==> src/rtl/vga_sched_pkg.sv <==
// Shared definitions for the VGA frame scheduler: state encoding,
// default 640x480 geometry and the pattern-step helper.
package vga_sched_pkg;

  typedef enum logic [1:0] {
    ST_IDLE     = 2'd0,
    ST_WARMUP   = 2'd1,
    ST_RUN      = 2'd2,
    ST_STOPPING = 2'd3
  } state_t;

  localparam int DEF_LINE_VALIDS = 640;
  localparam int DEF_V_ACTIVE    = 480;

  // Next pattern index, wrapping at n (n in 2..16).
  function automatic logic [3:0] pat_next(input logic [3:0] p, input int n);
    return (32'(p) == n - 1) ? 4'd0 : p + 4'd1;
  endfunction

endpackage

==> src/rtl/vga_geom_check.sv <==
// Active-geometry checker: counts in_valid pulses per line and lines per
// frame, and raises a sticky error on any mismatch with the expected size.
// Instantiated only when VGA_FRAME_SCHED_CHECK_EN is defined.
module vga_geom_check #(
  parameter int LINE_VALIDS = 640,
  parameter int V_ACTIVE    = 480,
  parameter int PW          = 14
) (
  input  logic clk,
  input  logic rstn,
  input  logic clr,    // accepted start: clears the sticky error
  input  logic sync,   // first boundary of a run: clears counters
  input  logic arm,    // checking enabled (counted frames only)
  input  logic frame,  // counted frame boundary
  input  logic de,
  input  logic valid,
  output logic err
);

  logic          de_d;
  logic          de_fall;
  logic [PW-1:0] pix_cnt;
  logic [PW-1:0] line_cnt;
  logic          pix_bad;
  logic          line_bad;

  assign de_fall  = de_d & ~de;
  assign pix_bad  = arm && de_fall && (pix_cnt != PW'(LINE_VALIDS));
  assign line_bad = arm && frame && (line_cnt != PW'(V_ACTIVE));

  // DE edge detector
  always_ff @(posedge clk or negedge rstn) begin
    if (!rstn) de_d <= 1'b0;
    else       de_d <= de;
  end

  // Pixel counter: saturating, cleared at each line end and run sync
  always_ff @(posedge clk or negedge rstn) begin
    if (!rstn)                     pix_cnt <= '0;
    else if (sync || de_fall)      pix_cnt <= '0;
    else if (valid && !(&pix_cnt)) pix_cnt <= pix_cnt + PW'(1);
  end

  // Line counter: one per line end, cleared at each counted frame
  always_ff @(posedge clk or negedge rstn) begin
    if (!rstn)                        line_cnt <= '0;
    else if (sync || frame)           line_cnt <= '0;
    else if (de_fall && !(&line_cnt)) line_cnt <= line_cnt + PW'(1);
  end

  // Sticky error; a new run clears it
  always_ff @(posedge clk or negedge rstn) begin
    if (!rstn)                    err <= 1'b0;
    else if (clr)                 err <= 1'b0;
    else if (pix_bad || line_bad) err <= 1'b1;
  end

endmodule

==> src/rtl/vga_frame_sched.sv <==
// Frame-level controller for the vga_gen timing generator: holds it in
// reset until started, drops the first partial frame, runs a bounded or
// continuous number of frames and steps a pattern index per frame.
// Optional geometry checker: define VGA_FRAME_SCHED_CHECK_EN.
module vga_frame_sched
  import vga_sched_pkg::*;
#(
  parameter int LINE_VALIDS = DEF_LINE_VALIDS,
  parameter int V_ACTIVE    = DEF_V_ACTIVE,
  parameter int FW          = 16,
  parameter int PAT_NUM     = 4,
  parameter int PW          = 14
) (
  input  logic          in_pclk,
  input  logic          in_rstn,
  input  logic          in_start,
  input  logic          in_stop,
  input  logic [FW-1:0] in_frames,
  input  logic          in_vs,
  input  logic          in_de,
  input  logic          in_valid,
  output logic          out_gen_rstn,
  output logic [3:0]    out_pattern,
  output logic [FW-1:0] out_frame_cnt,
  output logic          out_frame_start,
  output logic          out_busy,
  output logic          out_done,
  output logic          out_err
);

  state_t        state;
  logic          vs_d;
  logic          fb;
  logic [FW-1:0] frames_q;
  logic [FW-1:0] cnt_nxt;
  logic          last;
  logic          start_acc;

  // Frame boundary is the falling edge of active-low VS; the rising edge
  // caused by resetting the generator never fires it.
  assign fb        = vs_d & ~in_vs;
  assign cnt_nxt   = out_frame_cnt + FW'(1);
  assign last      = (frames_q != '0) && (cnt_nxt == frames_q);
  assign start_acc = (state == ST_IDLE) && in_start;

  // VS delay for edge detection
  always_ff @(posedge in_pclk or negedge in_rstn) begin
    if (!in_rstn) vs_d <= 1'b1;
    else          vs_d <= in_vs;
  end

  // Run-control FSM with registered outputs
  always_ff @(posedge in_pclk or negedge in_rstn) begin
    if (!in_rstn) begin
      state           <= ST_IDLE;
      frames_q        <= '0;
      out_gen_rstn    <= 1'b0;
      out_pattern     <= 4'd0;
      out_frame_cnt   <= '0;
      out_frame_start <= 1'b0;
      out_busy        <= 1'b0;
      out_done        <= 1'b0;
    end else begin
      out_frame_start <= 1'b0;
      out_done        <= 1'b0;
      case (state)
        ST_IDLE: begin
          // start wins over a coincident stop; stop alone is ignored
          if (in_start) begin
            state         <= ST_WARMUP;
            frames_q      <= in_frames;
            out_frame_cnt <= '0;
            out_pattern   <= 4'd0;
            out_gen_rstn  <= 1'b1;
            out_busy      <= 1'b1;
          end
        end
        ST_WARMUP: begin
          // the partial first frame only synchronises us to the generator
          if (in_stop) begin
            state        <= ST_IDLE;
            out_done     <= 1'b1;
            out_gen_rstn <= 1'b0;
            out_busy     <= 1'b0;
          end else if (fb) begin
            state <= ST_RUN;
          end
        end
        ST_RUN: begin
          if (fb) begin
            out_frame_cnt   <= cnt_nxt;
            out_frame_start <= 1'b1;
            out_pattern     <= pat_next(out_pattern, PAT_NUM);
            // reaching the target ends the run; a coincident stop adds nothing
            if (last) begin
              state        <= ST_IDLE;
              out_done     <= 1'b1;
              out_gen_rstn <= 1'b0;
              out_busy     <= 1'b0;
            end else if (in_stop) begin
              state <= ST_STOPPING;
            end
          end else if (in_stop) begin
            state <= ST_STOPPING;
          end
        end
        ST_STOPPING: begin
          // finish and count the frame in progress, then end the run
          if (fb) begin
            out_frame_cnt   <= cnt_nxt;
            out_frame_start <= 1'b1;
            out_pattern     <= pat_next(out_pattern, PAT_NUM);
            state           <= ST_IDLE;
            out_done        <= 1'b1;
            out_gen_rstn    <= 1'b0;
            out_busy        <= 1'b0;
          end
        end
        default: state <= ST_IDLE;
      endcase
    end
  end

`ifdef VGA_FRAME_SCHED_CHECK_EN
  logic chk_arm;
  logic chk_sync;
  logic chk_frame;

  assign chk_arm   = (state == ST_RUN) || (state == ST_STOPPING);
  assign chk_sync  = (state == ST_WARMUP) && fb && !in_stop;
  assign chk_frame = chk_arm && fb;

  vga_geom_check #(
    .LINE_VALIDS (LINE_VALIDS),
    .V_ACTIVE    (V_ACTIVE),
    .PW          (PW)
  ) u_geom (
    .clk   (in_pclk),
    .rstn  (in_rstn),
    .clr   (start_acc),
    .sync  (chk_sync),
    .arm   (chk_arm),
    .frame (chk_frame),
    .de    (in_de),
    .valid (in_valid),
    .err   (out_err)
  );
`else
  // No checker: geometry inputs and parameters are intentionally unused.
  localparam int unused_geom = LINE_VALIDS + V_ACTIVE + PW;
  logic unused_in;
  assign unused_in = ^{in_de, in_valid, start_acc};
  assign out_err   = 1'b0;
`endif

endmodule

==> config.mk <==
export PLATFORM = sky130hd
export DESIGN_NAME = vga_frame_sched
export DESIGN_NICKNAME = d
export VERILOG_FILES = /design/src/rtl/vga_sched_pkg.sv /design/src/rtl/vga_geom_check.sv /design/src/rtl/vga_frame_sched.sv
export SDC_FILE = /design/constraint.sdc
export NUM_CORES = 1
export LEC_CHECK = 0
export ABC_AREA = 0
export ABC_CLOCK_PERIOD_IN_PS = 4100
export BUFFER_PORTS_ARGS = -buffer_cell sky130_fd_sc_hd__buf_2
export CORE_MARGIN = 10
export CORE_UTILIZATION = 43
export DETAILED_ROUTE_END_ITERATION = 8
export GPL_ROUTABILITY_DRIVEN = 0
export MAX_ROUTING_LAYER = met4
export PLACE_DENSITY = 0.63
export SLEW_MARGIN = 15
export SYNTH_ARGS = -nofsm -noshare
export SYNTH_HDL_FRONTEND = slang
export SYNTH_SLANG_ARGS = --single-unit
==> constraint.sdc <==
create_clock -name in_pclk -period 4.1 [get_ports in_pclk]
set_input_delay 1.025 -clock in_pclk [delete_from_list [all_inputs] [get_ports in_pclk]]
set_output_delay 1.025 -clock in_pclk [all_outputs]
set_load 0.02 [all_outputs]
==> run_results.csv <==
group,metric,value,unit
run_status,status,"complete, no violations",
routing,drt.antenna.violating_nets,0,
synth,synth.ff_latch_count,42,
routing,wl_per_cell,16.1,um
clocking,clockRootBuffer,"clkbuf_8",
sta,skew,0.0110,ns
routing,remaining_drc_errors,0,
clocking,cts-resized-gates,0,
critical_path,crit_type,"register to register",
sta,rsz0062_at_grt,"no",
grt,grt_use_total,13.5,%
clocking,clock-sinks,42,
final_layout,multi_input_area,1230,um2
grt,grt_pass1_wl,9440,um
synth,ys_types,49,
power,intPower,0.000999,W
final_layout,mostFrequentLayoutCell,"buf_2",
clocking,clockBufferDepth,2,
critical_path,critical_path.top_delay_family,"simple AND/OR/NAND/NOR gates",
synth,synth_edf_count,0,
synth,yosys_most_used_dff,"dfrtp_1",
final_layout,num_antenna_cells,0,
power,p_sw,0.000595,W
critical_path,path_buf_inv,0,
clocking,cts_made_buffers,5,
sta,fmax,364,MHz
grt,grt_max_degree,43,
critical_path,cpPeakStageDelay,0.52,ns
clocking,hold_buffers,0,
final_layout,utilization,50.4,%
clocking,cts_setup_buffers,0,
power,comb_power_share,35.0,%
power,p_clk_share,20.5,%
synth,synth_area,2390,um2
routing,vias_per_cell,5.52,
critical_path,crit_path_max_fanout,8,
sta,slew_violations,0,
critical_path,cp_slowest_cell,"or4_1",
floorplanning,initial_core_util,43.9,%
sta,final.min_clock_period,2.75,ns
final_layout,seq_area,1050,um2
routing,drt_iter0_drc,116,
sta,setup_tns,0,ns
placement,io_buffer_count,44,
synth,async_flop_share,100,%
power,leakagePower,1.21,nW
critical_path,critPathLaunchType,"register",
floorplanning,core-area,5440,um2
critical_path,crit_path_end_kind,"register",
power,p_seq_share,44.4,%
grt,antenna_found_initial,0,
critical_path,worstPathRequired,4.26,ns
final_layout,n_fill_cell,524,
grt,met3_usage,3.33,%
sta,period_share,67.1,%
routing,drtPass1Iterations,4,
placement,placed_cells,349,
final_layout,final_cells,357,
routing,vias,1969,
clocking,htree_num_levels,2,
floorplanning,fp.dieArea,8940,um2
synth,yosysWarnings,0,
power,p_sw_share,37.4,%
grt,globalRouteMet2Util,19.9,%
grt,grt_pass1_vias,1855,
sta,slew_headroom,23.3,%
grt,overflow,0,
clocking,path_clk_slew,0.08,ns
power,vdd_drop_max,270,uV
critical_path,path_cells,"ha_1, and3_1, nand3_2, xnor2_1, or4_1, nor4_1, and3_2, a21oi_1",
synth,synth-seq-area-share,44.0,%
sta,worstMarginPinSlew,1.15,ns
final_layout,final_cell_mix,"buf_2, dfrtp_1, o21ai_0",
run,cap_violations,0,
final_layout,drive_gt1_share,28.8,%
floorplanning,die_height,94.6,um
power,power-per-cell-area,581,nW/um2
critical_path,arrival,2.91,ns
floorplanning,rows,27,
placement,hpwl,4170,um
sta,hold_violations,0,
routing,drt-total-wl,5760,um
power,power,0.00159,W
floorplanning,die-width,94.6,um
final_layout,area_delta_synth_final,14.8,%
synth,syn_avg_cell_area,9.79,um2
clocking,insertion_delay,0.30,ns
clocking,tritoncts,"yes",
grt,top_usage_layer,"met2",
synth,syn_inst,244,
grt,met1_usage,17.6,%
sta,setup_viol_count_final,0,
synth,syn_nets,269,
floorplanning,pin_count,48,
final_layout,nets,309,
worst_hold_path,holdCritPathClass,"register to register",
[cell type report]
cell class | count | share of cell area (%)
Inverter | 6 | 0.821
Multi-Input combinational cell | 182 | 44.8
Clock buffer | 7 | 2.78
Sequential cell | 42 | 38.3
Timing Repair Buffer | 47 | 8.85
Clock inverter | 1 | 1.09
Tap cell | 72 | 3.28
[state kept, by name (all words and copies together) (netlist names)]
| register | cells |
|---|---|
| frames_q | 16 |
| out_frame_cnt | 16 |
| out_pattern | 4 |
| state | 2 |
| out_busy | 1 |
| out_done | 1 |
| out_frame_start | 1 |
| vs_d | 1 |
[synth_stat cells (all sizes together), types with 3 or more instances]
| library cell | n | area share [%] |
|---|---|---|
| dfrtp | 41 | 43 |
| xnor2 | 15 | 5.5 |
| nand4b | 3 | 1.1 |
| nand4 | 7 | 2.1 |
| a21oi | 10 | 2.1 |
| and3 | 3 | 0.84 |
| buf | 7 | 2.4 |
| o21ai | 33 | 6.9 |
| xor2 | 8 | 2.9 |
| nor3 | 4 | 1.3 |
| nor4 | 6 | 1.6 |
| clkbuf | 6 | 0.94 |
| nor2 | 16 | 2.6 |
| o31ai | 6 | 1.9 |
| inv | 6 | 0.94 |
| and4 | 3 | 1.2 |
| a31oi | 3 | 0.79 |
| nand2 | 15 | 2.4 |
| mux2 | 17 | 8.0 |
| nand3 | 10 | 2.3 |
[power by group through the flow]
stage          Clock, W  Combinational [W]  Sequential (W)
6_report       0.000327           0.000559        0.000709
5_1_grt        0.000350           0.000620        0.000730
4_1_cts        0.000332           0.000566        0.000706
3_5_place_dp          0           0.000562        0.000714
3_3_place_gp          0           0.000550        0.000709
2_1_floorplan         0           0.000398        0.000712
[routing by layer]
layer  up-vias  share of wire, %
li1        967                 -
met1       941                46
met2        53                46
met3         8               5.4
met4         0               1.8
met5         -                 0
[path summary, 6_finish.rpt]
check | startpoint | to | slack, ns | cells past startpoint
worst max-delay path | out_frame_cnt[0] | out_busy | 1.35 | 8
worst min-delay path | out_frame_cnt[15] | out_frame_cnt[15] | 0.54 | 1
worst max register to register | out_frame_cnt[0] | out_busy | 1.35 | 8
worst min register to register | out_frame_cnt[15] | out_frame_cnt[15] | 0.54 | 1
max in group asynchronous | in_rstn | state[0] | 2.65 | 1
min in group asynchronous | in_rstn | out_frame_start | 0.86 | 1
[logic make-up after synthesis]
logic type	Yosys count	share of synthesized area [%]
fa+ha+maj	2	1.05
flops	42	44.0
xor+xnor	23	8.43
compound gates	63	15.6
mux	17	8.01
simple gates	76	18.1
other cells	1	0.157
buf+inv	20	4.71
[per-stage QoR]
stage	hold slack, ns	area [um2]	setup slack [ns]
finish	0.543	2740	1.35
detailed placement	0.535	2640	1.26
global route	0.580	2740	1.19
floorplan	0.524	2390	1.62
global placement	0.526	2640	1.27
CTS	0.544	2740	1.35
Note: power is estimated with default switching activity, not from simulation.
